<file path="src/rtl/cpu_pkg.sv">
// Shared register-file write-back types and widths.
package cpu_pkg;

  localparam int REG_ADDR_W = 5;
  localparam int DATA_W     = 32;

  localparam logic [REG_ADDR_W-1:0] REG_ZERO = 5'd0;

  typedef struct packed {
    logic [REG_ADDR_W-1:0] addr;
    logic [DATA_W-1:0]     data;
  } wb_entry_t;

endpackage

</file>
<file path="src/rtl/wb_fifo.sv">
// Write-back entry FIFO with per-slot valid flags exposed for match logic; head visible combinationally.
// Push lands in the cycle after the edge; push ignored when full, pop ignored when empty.
module wb_fifo
  import cpu_pkg::*;
#(
  parameter int DEPTH = 4,
  localparam int PTR_W = $clog2(DEPTH),
  localparam int CNT_W = PTR_W + 1
) (
  input  logic             clk,
  input  logic             reset,
  input  logic             push_vld,
  input  wb_entry_t        push_dat,
  input  logic             pop_vld,
  output wb_entry_t        head_dat,
  output logic             empty,
  output logic             full,
  output logic [PTR_W-1:0] rd_ptr,
  output wb_entry_t        ent_dat [DEPTH],
  output logic [DEPTH-1:0] ent_vld
);

  wb_entry_t        mem_q [DEPTH];
  logic [PTR_W-1:0] wr_ptr_q;
  logic [PTR_W-1:0] rd_ptr_q;
  logic [CNT_W-1:0] count_q;
  logic [DEPTH-1:0] vld_q;
  logic             push_ok;
  logic             pop_ok;

  assign empty   = (count_q == '0);
  assign full    = (count_q == CNT_W'(DEPTH));
  assign push_ok = push_vld && !full;
  assign pop_ok  = pop_vld && !empty;

  // Pointers wrap naturally because DEPTH is a power of two.
  always_ff @(posedge clk or posedge reset) begin
    if (reset) begin
      wr_ptr_q <= '0;
      rd_ptr_q <= '0;
      count_q  <= '0;
      vld_q    <= '0;
    end else begin
      if (push_ok) begin
        wr_ptr_q        <= wr_ptr_q + PTR_W'(1);
        vld_q[wr_ptr_q] <= 1'b1;
      end
      if (pop_ok) begin
        rd_ptr_q        <= rd_ptr_q + PTR_W'(1);
        vld_q[rd_ptr_q] <= 1'b0;
      end
      count_q <= count_q + CNT_W'(push_ok) - CNT_W'(pop_ok);
    end
  end

  // Payload storage is never reset; valid flags alone qualify it.
  always_ff @(posedge clk) begin
    if (push_ok) begin
      mem_q[wr_ptr_q] <= push_dat;
    end
  end

  assign head_dat = mem_q[rd_ptr_q];
  assign rd_ptr   = rd_ptr_q;
  assign ent_dat  = mem_q;
  assign ent_vld  = vld_q;

endmodule

</file>
<file path="src/rtl/reg_writeback.sv">
// Buffers register write-backs and drains them in order to the RF write port, forwarding youngest pending data to reads.
// Accepted writes reach rf_wen one cycle later at the earliest; wb_ready drops when DEPTH entries are held, rf_busy stalls the head.
module reg_writeback
  import cpu_pkg::*;
#(
  parameter int DEPTH = 4
) (
  input  logic                  clk,
  input  logic                  reset,
  input  logic                  wb_valid,
  output logic                  wb_ready,
  input  logic [REG_ADDR_W-1:0] wb_addr,
  input  logic [DATA_W-1:0]     wb_data,
  input  logic                  rf_busy,
  output logic                  rf_wen,
  output logic [REG_ADDR_W-1:0] rf_a3,
  output logic [DATA_W-1:0]     rf_wd3,
  input  logic [REG_ADDR_W-1:0] chk_a1,
  input  logic [REG_ADDR_W-1:0] chk_a2,
  output logic                  hit1,
  output logic                  hit2,
  output logic [DATA_W-1:0]     fwd1,
  output logic [DATA_W-1:0]     fwd2,
  output logic                  empty
);

  localparam int PTR_W = $clog2(DEPTH);

  wb_entry_t        head_dat;
  wb_entry_t        ent_dat [DEPTH];
  logic [DEPTH-1:0] ent_vld;
  logic [PTR_W-1:0] rd_ptr;
  logic             fifo_full;
  logic             fifo_empty;
  logic             push_vld;
  wb_entry_t        push_dat;

  // Writes to the zero register complete the handshake but are dropped.
  assign push_vld = wb_valid && wb_ready && (wb_addr != REG_ZERO);
  assign push_dat = '{addr: wb_addr, data: wb_data};

  wb_fifo #(
    .DEPTH(DEPTH)
  ) u_fifo (
    .clk      (clk),
    .reset    (reset),
    .push_vld (push_vld),
    .push_dat (push_dat),
    .pop_vld  (rf_wen),
    .head_dat (head_dat),
    .empty    (fifo_empty),
    .full     (fifo_full),
    .rd_ptr   (rd_ptr),
    .ent_dat  (ent_dat),
    .ent_vld  (ent_vld)
  );

  assign wb_ready = !fifo_full;
  assign empty    = fifo_empty;
  assign rf_wen   = !fifo_empty && !rf_busy;
  assign rf_a3    = fifo_empty ? REG_ZERO : head_dat.addr;
  assign rf_wd3   = fifo_empty ? '0 : head_dat.data;

  // Walk oldest to youngest from the read pointer so the last match wins.
  always_comb begin
    hit1 = 1'b0;
    hit2 = 1'b0;
    fwd1 = '0;
    fwd2 = '0;
    for (int k = 0; k < DEPTH; k++) begin
      logic [PTR_W-1:0] idx;
      idx = rd_ptr + PTR_W'(k);
      if (ent_vld[idx] && (chk_a1 != REG_ZERO) && (ent_dat[idx].addr == chk_a1)) begin
        hit1 = 1'b1;
        fwd1 = ent_dat[idx].data;
      end
      if (ent_vld[idx] && (chk_a2 != REG_ZERO) && (ent_dat[idx].addr == chk_a2)) begin
        hit2 = 1'b1;
        fwd2 = ent_dat[idx].data;
      end
    end
  end

endmodule

</file>
<file path="config.mk">
export PLATFORM = sky130hd
export DESIGN_NAME = reg_writeback
export DESIGN_NICKNAME = d
export VERILOG_FILES = /design/src/rtl/cpu_pkg.sv /design/src/rtl/wb_fifo.sv /design/src/rtl/reg_writeback.sv
export SDC_FILE = /design/constraint.sdc
export NUM_CORES = 1
export LEC_CHECK = 0
export BUFFER_PORTS_ARGS = -buffer_cell sky130_fd_sc_hd__buf_2
export CORE_MARGIN = 10
export CORE_UTILIZATION = 45
export DETAILED_ROUTE_END_ITERATION = 7
export PLACE_DENSITY = 0.71
export SLEW_MARGIN = 0
export SYNTH_ARGS = -nofsm -noshare
export SYNTH_HDL_FRONTEND = slang
export SYNTH_HIERARCHICAL = 1
export SYNTH_SLANG_ARGS = --single-unit
</file>
<file path="constraint.sdc">
create_clock -name clk -period 4.59 [get_ports clk]
set_clock_uncertainty 0.1 [all_clocks]
set_input_delay 0.459 -clock clk [delete_from_list [all_inputs] [get_ports clk]]
set_output_delay 0.459 -clock clk [all_outputs]
set_load 0.03 [all_outputs]
</file>
# Word level (Yosys, flattened, before mapping)
# Cells that the tools add are included.
# classes
add_sub_neg	6
n_lt_le_gt_ge	13
n_eq_ne	9
muxes	47
bitwise	8
reduce_logical	31
# op_table
op	count
2-to-1 mux 37 bit	9
binary-select mux 37 bit (select 2 bit)	4
2-to-1 mux 32 bit	9
bitwise mux 148 bit	1
demux 37 bit (select 2 bit)	1
equality test 5 bit	8
logical AND 1 bit	24
greater-or-equal comparator 3 bit (second input constant)	5
< comparator 2 x 3 -> 1 bit (second input constant)	5
NOT 2 -> 3 bit	5
nonzero test 5 bit	3
2-to-1 mux 1 bit	14
binary-select mux 1 bit (select 2 bit)	4
2-to-1 mux 4 bit	2
2-to-1 mux 5 bit	1
adder 2 x 1 -> 2 bit (second input constant)	2
adder 2 bit (second input constant)	2
bitwise AND 4 bit	1
demux 1 bit (select 2 bit)	2
greater-or-equal comparator 2 x 1 -> 1 bit (second input constant)	2
NOT 4 bit	1
bitwise OR 4 bit	1
adder 3 x 1 -> 3 bit	1
equality test 3 bit (second input constant)	1
4 further kinds	6
# totals
regBits	159
in_bits	51
output_inout_bits	106
word_cells	126

# Logic depth before layout (Yosys ltp)
# logic_depth
depth_word	10
mapped_depth	13
ltp_nobuf	11

# Cells and area by module
# The synthesis kept the hierarchy.
# modules_own_cells
module	n_inst	cells_each	area_each_um2	seq_area_each_um2
reg_writeback	1	892	6480.0	0.0
wb_fifo	1	261	6080.8	4719.5

# Worst setup path after synthesis
# No wires, ideal clock.
# synth_path
path_kind	register to output
startpoint	register u_fifo.rd_ptr_q[0], in the netlist u_fifo/rd_ptr[0]
endpoint	output port fwd1[11]
arrival_time_ps	3058
t_required_ps	4031
slack_ps	973
path_stages_with_launch	13
path_buffers	6
cell_sequence	dfrtp_1 buf_6 buf_12 buf_6 mux4_2 xnor2_1 nand3_1 or3_1 clkbuf_1 and2_1 buf_2 buf_2 a211oi_1
# synth_between
elab_chain_len	10
elab_cells_between_ends	43
classes_between	add/sub (3); eq/ne (4); mux (24); bitwise (4); reduce/logical (8)
# synth_lines
item	line_no	source
start, declared	wb_fifo.sv:25	logic [PTR_W-1:0] rd_ptr_q;
start signal, assigned	wb_fifo.sv:49	rd_ptr_q <= rd_ptr_q + PTR_W'(1);
adder 2 x 1 -> 2 bit or NOT 2 -> 3 bit (tied branches)	reg_writeback.sv:72, reg_writeback.sv:73, reg_writeback.sv:75	
NOT 2 -> 3 bit (not written as such) or binary-select mux 37 bit (select 2 bit) (tied branches)	reg_writeback.sv:73, reg_writeback.sv:75	
binary-select mux 37 bit (select 2 bit) or 2-to-1 mux 37 bit (tied branches)	reg_writeback.sv:73, reg_writeback.sv:75	
2-to-1 mux 37 bit, on equally long branches	reg_writeback.sv:75, reg_writeback.sv:73	
2-to-1 mux 37 bit (not written as such) or equality test 5 bit (tied branches)	reg_writeback.sv:75, reg_writeback.sv:73	
equality test 5 bit or logical AND 1 bit (tied branches)	reg_writeback.sv:73	if (ent_vld[idx] && (chk_a1 != REG_ZERO) && (ent_dat[idx].addr == chk_a1)) begin
logical AND 1 bit or 2-to-1 mux 32 bit (tied branches)	reg_writeback.sv:73	
2-to-1 mux 32 bit (2 in a row)	reg_writeback.sv:73	
2-to-1 mux 32 bit (*)	reg_writeback.sv:73	
end, declared	reg_writeback.sv:22	output logic [DATA_W-1:0] fwd1,
# Mark *: on every way between the ends. The rest lies on a longest branch, timed or not. The select of a mux whose other input is x is not followed.

# Final worst setup path
# layout_path
startpoint	register u_fifo.rd_ptr_q[1], in the netlist u_fifo/rd_ptr[1]
endpoint	output port fwd1[20]
# The elaborated chain is that of the path after synthesis.

==> impl_metrics.toml <==
[status]
outcome = "finished clean"

[cells_and_area]
seq_area_mm2 = 0.00473
area_delta_synth_final_pct = 11.9
postLayoutCoreUtil = 0.509
fillers = 2472
fin_nets = 1301
stdcell_area_mm2 = 0.0141
multi_input_comb_area_mm2 = 0.00720
fin_cells = 1633
drive_gt1_frac = 0.300

[sta]
maxSlewHeadroom = 0.227
setup_violations = 0
finalCriticalPeriod_ns = 4.51
timing.fmax_mhz = 222
fin_hold_ws_ns = 0.143
tns_ns = 0
report.final.slew_viol_count = 0
hold_violations = 0
worst_pin_slew_ns = 1.16
rsz0062_at_grt = "no"
period_share = 0.982

[pwr]
p_leak_nw = 5.14
peakVddDrop_mv = 0.402
powerDensity_mw_per_mm2 = 722

[placement]
dp.cells = 1595
dpl.hpwl_mm = 25.1
port_buffers = 156
placed_area_mm2 = 0.0135
gp_congestion = 0.883

[synthesis]
synth_cells = 1153
synth.avg_cell_area_um2 = 10.9
synth_top_area_frac = 0.354
synth_async_sr_flop_share = 0.0692
synth_edf_count = 148
synth.distinct_cells = 54
ys.flop_type = "edfxtp_1"
synth_area_leader_cell = "edfxtp_1"
synth_warnings = 6
ys_seq_area_frac = 0.376
ys_ff_latch = 159
syn_nets = 1215
synthTopCellsByArea = "edfxtp_1 35%, mux2i_1 11%, mux4_2 9.9%, mux2_2 5.7%, nor2_1 3.1%"
syn_area_mm2 = 0.0126

[setup_path]
cp.arrival_ns = 3.95
end_kind = "primary output"
path_cells = "mux4_2, xnor2_1, nand2_1, or3_1, and2_2, a211oi_1, buf_2"
critical-path-top-delay-family = "simple AND/OR/NAND/NOR gates"
start_kind = "flip-flop"
critPathMaxFanout = 36
path_buf_inv = 1
slowest_delay_ns = 0.75
crit_type = "flip-flop to primary output"
cp.required_ns = 4.03
slowest_stage = "dfrtp_4"

[clocking]
cts_tree = "yes"
cts-root-buf = "clkbuf_16"
clkSlewWorstSetupHoldPaths_ns = 0.07
clkSinkCount = 159
numCtsBuffers = 17
max-clock-path-buffers = 2
clkLatencyLatePin_ns = 0.42
cts_resized = 0
cts-htree-levels = 4

[floorplan]
die_x_um = 187
dieHeight_um = 187
initial_core_util = 0.455
rows = 61
die_area_mm2 = 0.0350
num_io_pins = 157
core-area_mm2 = 0.0276

[routing]
m1WireLength_mm = 15.4
wl_met3_mm = 3.64
postRouteAntennaNets = 0
drtIter0Drc = 1180
route.detailed.drc = 0
highest_layer = "met5"
wl_mm = 38.5
first_pass_iters = 6
via_per_inst = 6.47
vias = 10600
wl_met2_mm = 18.3
wire_per_inst_um = 23.6

[grt]
grt_pass1_wl_mm = 58.9
grt_usage = 0.210
globalRoute.totalOverflow = 0
antenna_found_initial = 5
grt_pass1_vias = 10300
grt_max_degree = 90

[run]
max-cap-violations = 0

[hold_path]
hp-class = "primary input to flip-flop"
per-stage QoR:
stage	power, W	setup WS [ns]
2_1_floorplan	0.00722	0.973
3_3_place_gp	0.00858	0.643
3_5_place_dp	0.00869	0.656
4_1_cts	0.0101	0.160
5_1_grt	0.0107	0.0134
6_report	0.0101	0.0848
worst reg2reg max path, stage by stage (launching register included):
cell,delay (ns)
dfrtp_1,0.58
or3b_4,0.24
inv_1,0.08
inv_1,0.07
o311a_1,0.41
and3_2,0.81
buf_4,0.44
state kept, by name, summed over array words and instances, names as in the netlist:
signal and flops:
u_fifo/ent_dat 148, u_fifo/ent_vld 4, u_fifo/count_q 3, u_fifo/rd_ptr 2
u_fifo/wr_ptr_q 2
cell usage after synthesis, types with 2 or more instances:
master / instances
a21oi_1: 13
buf_12: 3
nand4bb_1: 3
o211ai_1: 3
a31oi_1: 60
a211oi_1: 48
edfxtp_1: 148
nor4_1: 2
buf_8: 2
nand3_1: 5
nor2b_1: 43
and2_1: 4
nor3b_1: 28
buf_4: 9
inv_1: 14
o2bb2ai_1: 3
nor2_1: 104
buf_2: 21
mux4_2: 55
nand2_1: 41
mux2i_1: 134
clkbuf_1: 75
a221oi_1: 30
a211oi_2: 19
or3_1: 5
and3_1: 4
buf_6: 7
nand2b_1: 6
a41oi_1: 2
nor3_1: 74
o21ai_0: 33
o311a_1: 2
nand4_1: 5
a221oi_2: 4
mux2_2: 64
or2_1: 2
xor2_1: 13
ha_1: 10
buf_1: 5
xnor2_1: 26
dfrtp_1: 11
report_power, final:
| group | switching (W) | leakage, nW | total (W) | internal (W) |
|---|---|---|---|---|
| Sequential | 0.000317 | 1.48 | 0.00226 | 0.00194 |
| Clock | 0.000592 | 0.252 | 0.00134 | 0.000749 |
| Combinational | 0.00410 | 3.40 | 0.00654 | 0.00244 |
timing repair:
item	CTS	global route
setup buffers	0	1
setup endpoints to repair	0	5
hold endpoints to repair	11	0
hold buffers	1	0
kinds of logic after synthesis:
group,after synthesis,share of synthesized area
xor gates and xnor gates,39,0.0272
AOI/OAI and AO/OA,222,0.131
muxes,254,0.265
adders and majority gates,11,0.0116
buffers and inverters,136,0.0553
DFF,159,0.376
and+or+nand+nor,332,0.134
final cells by class:
type / instances / share of cell area
Multi-Input combinational cell: 859 / 0.512
Clock inverter: 12 / 0.00810
Antenna cell: 3 / 0.000534
Clock buffer: 20 / 0.0311
Tap cell: 378 / 0.0337
Sequential cell: 159 / 0.336
Inverter: 14 / 0.00410
Timing Repair Buffer: 188 / 0.0741
final timing paths:
path / start / endpoint / slack (ns) / cells after the start
worst max-delay path: u_fifo/rd_ptr[1] / fwd1[20] / 0.08 / 7
worst min-delay path: wb_data[2] / u_fifo/ent_dat[76] / 0.14 / 1
worst max register to register: u_fifo/count_q[1] / u_fifo/ent_dat[118] / 1.52 / 6
worst min register to register: u_fifo/wr_ptr_q[1] / u_fifo/wr_ptr_q[1] / 0.52 / 2
max in group asynchronous: reset / u_fifo/rd_ptr[0] / 3.56 / 3
min in group asynchronous: reset / u_fifo/wr_ptr_q[0] / 0.48 / 3
routing by layer:
layer,global-route usage,up-vias
met4,0.0803,4
li1,-,4669
met5,0,-
met3,0.0557,98
met2,0.340,646
met1,0.262,5154
layout by cell type, fill, tap and decap left out, drive strengths merged, types with 2 or more instances in the layout:
cell	n
a211oi	67
a21oi	13
a221oi	34
a31oi	60
a41oi	2
and2	5
and3	4
buf	186
clkbuf	21
clkinv	4
clkinvlp	5
dfrtp	11
diode	3
edfxtp	148
ha	10
inv	16
mux2	64
mux2i	134
mux4	56
nand2	41
nand2b	6
nand3	5
nand4	5
nand4bb	3
nor2	106
nor2b	43
nor3	74
nor3b	28
nor4	2
o211ai	3
o21ai	34
o2bb2ai	3
o311a	2
or2	2
or3	5
xnor2	26
xor2	13
Note: power is estimated with default switching activity, not from simulation.
